===== src/rtl/fsm_1_detector_if.sv =====
// Bus between the serial source and the 1010 detector. The bus carries the
// data bit, the detect flag and a debug copy of the FSM state register.
interface fsm_1_detector_if;
  // There is no valid/ready pair. The detector takes one datain bit on every
  // rising clk edge while reset is high, and the source is always ready.
  // The value of yes belongs to the bit consumed on the previous edge.
  logic       datain;
  logic       yes;
  logic [2:0] state;

  modport master (
    output datain,
    input  yes,
    input  state
  );

  modport slave (
    input  datain,
    output yes,
    output state
  );
endinterface


===== src/rtl/fsm_1_detector.sv =====
// Moore FSM that watches a serial stream for the pattern 1010. Overlapping
// matches count. yes is a pure decode of the state register.
module fsm_1_detector (
  input  logic              clk,
  input  logic              reset,
  fsm_1_detector_if.slave   bus
);

  typedef enum logic [2:0] {
    IDLE = 3'd0,
    S1   = 3'd1,
    S10  = 3'd2,
    S101 = 3'd3,
    DET  = 3'd4
  } state_e;

  state_e state_q;
  state_e state_d;

  always_ff @(posedge clk or negedge reset) begin
    if (!reset) begin
      state_q <= IDLE;
    end else begin
      state_q <= state_d;
    end
  end

  // Each state holds the longest prefix of 1010 that the received bits end in.
  // DET falls back to S101 on a 1 so that overlapping matches are detected.
  always_comb begin
    state_d = IDLE;
    case (state_q)
      IDLE:    state_d = bus.datain ? S1   : IDLE;
      S1:      state_d = bus.datain ? S1   : S10;
      S10:     state_d = bus.datain ? S101 : IDLE;
      S101:    state_d = bus.datain ? S1   : DET;
      DET:     state_d = bus.datain ? S101 : IDLE;
      default: state_d = IDLE;
    endcase
  end

  assign bus.yes   = (state_q == DET);
  assign bus.state = state_q;

endmodule


===== src/flat_wrapper.sv =====
// flat-port wrapper written by rule: the top's interface ports become plain ports
module fsm_1_detector_flat 
  (clk, reset, bus_datain, bus_yes, bus_state);
  fsm_1_detector_if bus_i ();
  input  logic clk;
  input  logic reset;
  input wire logic [$bits(bus_i.datain)-1:0] bus_datain;
  output wire logic [$bits(bus_i.yes)-1:0] bus_yes;
  output wire logic [$bits(bus_i.state)-1:0] bus_state;
  assign bus_i.datain = bus_datain;
  assign bus_yes = bus_i.yes;
  assign bus_state = bus_i.state;
  fsm_1_detector u_core (.clk(clk), .reset(reset), .bus(bus_i));
endmodule

===== config.mk =====
export PLATFORM = sky130hd
export DESIGN_NAME = fsm_1_detector_flat
export DESIGN_NICKNAME = d
export VERILOG_FILES = /design/src/rtl/fsm_1_detector_if.sv /design/src/rtl/fsm_1_detector.sv /design/src/flat_wrapper.sv
export SDC_FILE = /design/constraint.sdc
export NUM_CORES = 1
export LEC_CHECK = 0
export ABC_AREA = 1
export CAP_MARGIN = 10
export CELL_PAD_IN_SITES_DETAIL_PLACEMENT = 2
export CELL_PAD_IN_SITES_GLOBAL_PLACEMENT = 2
export CORE_AREA = 10 10 47 49
export DETAILED_ROUTE_END_ITERATION = 10
export DIE_AREA = 0 0 57 59
export PLACE_DENSITY = 0.53
export REMOVE_ABC_BUFFERS = 1
export SLEW_MARGIN = 5
export SYNTH_ARGS = -nofsm -noshare
export SYNTH_HDL_FRONTEND = slang
export SYNTH_SLANG_ARGS = --single-unit
export TNS_END_PERCENT = 10

===== constraint.sdc =====
create_clock -name clk -period 0.8 [get_ports clk]
set_input_delay 0.08 -clock clk [delete_from_list [all_inputs] [get_ports clk]]
set_output_delay 0.08 -clock clk [all_outputs]
set_load 0.1 [all_outputs]

==> summary.md <==
| Metric | Value |
|---|---|
| Adder-cell share of the synthesized area | 0% |
| Final ANT Viol Nets | 0 |
| I/O pin cnt | 7 |
| Final worst setup slack | -0.3685 ns |
| Failing checks | setup timing |
| Ant diodes | 0 |
| Post-Route Skew | 0.004602 ns |
| Num Clock Sinks | 3 |
| WP data arrival | 1.09 ns |
| Clock tree root driver cell | clkbuf_4 |
| CP Class | flop to primary output |
| CP required | 0.72 ns |
| H-tree depth | 1 |
| Post-Synth Simple-Gate Area | 35.40% |
| Clock buffer depth | 2 |
| Hpwl dp | 448.7 microns |
| Cells after Synth | 16 |
| Fin nets | 36 |
| Antenna violations before repair | 0 |
| Top cells by count, synth | nand2_1, dfrtp_1, inv_1, nor3_1 |
| Worst-skew pair later-pin latency | 0.24 ns |
| Largest register FFs | 3 |
| First-pass GRT wire length | 876 microns |
| CTS tree | yes |
| Vias after detailed routing | 173 |
| PwrDens | 2009 mW/mm^2 |
| Worst IR drop on VDD | 0.5910 mV |
| Gpl congestion | 0.7126 |
| Vias in the first global route | 198 |
| Die width | 57 microns |
| Syn-to-layout area delta | 151.3% |
| Xor/xnor share of the synthesized area | 0% |
| Leak | 0.0001652 uW |
| RSZ-0062 raised after global routing | true |
| Max_slew headroom | 87.48% |
| Synth top area cells | dfrtp_1, nand2_1, nor3_1 |
| First DRT Iteration DRCs | 0 |
| Share of the synthesized area in the top cell type | 53.10% |
| Core Region | 0.001401 sq mm |
| Unique masters post-synth | 8 |
| Final period util | 146.1% |
| Slew at the pin closest to its max-slew limit | 0.1872 ns |
| Row count | 14 |
| Num CTS Buffers | 3 |
| Overall Power | 713.9 uW |
| Most common cell in the netlist | nand2_1 |
| Register bit count reported by yosys | 3 |
| Worst Setup End Kind | primary output |
| Hold Path Class | input port to asynchronous set/reset pin |
| Fin. Hold Viols | 0 |
| Post-route minimum period | 1.169 ns |
| Post-synth EDFFs | 0 |
| Compound-Gate Fraction of Synth Area | 6.195% |
| Post-synth ARST share | 100.0% |
| TritonRoute pass-1 iters | 1 |
| Fill cell total of the finished layout | 171 |
| Setup Viol. Count Final | 7 |
| Highest clock rate | 0.8558 GHz |
| Worst Setup Start Kind | flop |
| Post-route DRC | 0 |
| Synth area leader | dfrtp_1 |
| Worst slack, placed | -0.1667 ns |
| Clk pin slew, worst setup/hold paths | 0.04 ns |
| Synthesized area | 141.4 sq um |
| DIE AREA | 0.003363 sq mm |
| Slew Limit Fails | 0 |
| Total gr overflow | 0 |
| Vias/cell | 3.604 |
| Drt wl/cell | 12.04 microns |
| Die height | 59 microns |
| Largest net degree at the start of global routing | 6 |
| Post-synthesis mux area share | 0% |
| Post-Route WL | 578 microns |
| Hold buffer count at CTS | 0 |
| Count of max-cap constraint violations | 0 |
| CP Max Fanout | 2 |
| PortBufs | 6 |
| YS warnings | 0 |
| Status | finished, violations left |
| Ys flop type | dfrtp_1 |
| Layout cells sized above 1 | 62.50% |
| FF-to-FF path depth | 4 |
| Register area share after synthesis | 53.10% |
| Gr usage total | 3.843% |
| Initial Utilization | 10.09% |
| Syn_area_per_cell | 8.837 sq um |
| Main combinational cell family by area after synthesis | simple AND/OR/NAND/NOR gates |
report_power, final:
group          internal [uW]  switching (uW)
combinational            106             159
sequential               165            8.13
clock                    187            88.2
total                    458             256
repair_timing:
| action | 4_1_cts | 5_1_grt |
|---|---|---|
| gates resized for setup | 5 | 2 |
| pin swaps | 1 | 0 |
| buffers inserted | 0 | 1 |
| setup endpoints to repair | 7 | 7 |
cell families (layout without fill, tap and decap cells):
family,count (synthesis),after routing
AND/OR/NAND/NOR,10,10
AO/OA/AOI/OAI,1,1
flip-flops,3,3
buffers and inverters,2,18
final cells by class:
type	count	area [sq um]	share of cell area [%]
Sequential cell	3	75.07	21.13
Clock buffer	4	26.28	7.394
Multi-Input combinational cell	11	73.82	20.77
Tap cell	16	20.02	5.634
Inverter	2	7.507	2.113
Timing Repair Buffer	12	152.6	42.96
per-stage QoR:
step / instances / hold WS, ns / setup TNS (ns) / instance area [sq um] / utilization (%)
6_report: 48 / 0.01913 / -1.596 / 355.3 / 25.36
5_1_grt: 48 / 0.01559 / -1.853 / 355.3 / 25.36
4_1_cts: 47 / 0.01289 / -1.349 / 341.6 / 24.38
3_5_place_dp: 43 / 0.2747 / -0.5326 / 299.0 / 21.34
3_3_place_gp: 43 / 0.2678 / -0.3869 / 299.0 / 21.34
2_1_floorplan: 16 / -0.2156 / -4.971 / 141.4 / -
worst paths after layout:
| kind | start | to | slack (ns) |
|---|---|---|---|
| setup reg to reg | u_core.bus.state[1] | u_core.bus.state[0] | -0.21 |
| setup / recovery | u_core.bus.state[1] | bus_yes | -0.37 |
| hold / removal | reset | u_core.bus.state[1] | 0.02 |
| hold reg to reg | u_core.bus.state[2] | u_core.bus.state[2] | 0.56 |
| max in group asynchronous | reset | u_core.bus.state[0] | 0.63 |
| min in group clk | bus_datain | u_core.bus.state[2] | 0.52 |
routing by layer:
layer / routed length [microns] / share of wire (%) / vias up / global-route usage (%)
met5: 0 / 0 / - / 0
met4: 29 / 5.0 / 0 / 5.034
met3: 59 / 10 / 3 / 3.004
met2: 295 / 51 / 10 / 5.736
met1: 193 / 33 / 78 / 2.725
li1: - / - / 82 / -
cell usage in the layout, fill, tap and decap left out:
cell,synthesis,layout
buf_6,0,2
and2_4,0,1
nor3_2,1,3
dfrtp_1,3,3
buf_12,0,4
inv_2,0,1
nand2_1,5,4
buf_4,0,4
nand3_1,1,1
nand2_2,0,1
o21ai_2,1,1
clkdlybuf4s50_1,0,2
inv_1,2,1
clkbuf_4,0,3
clkbuf_1,0,1
worst max-delay path: stages (launching register included):
cell,delay [ns]
dfrtp_1,0.38
nor3_2,0.17
buf_4,0.13
buf_12,0.16
No activity file was read; power rests on OpenSTA's default activity.
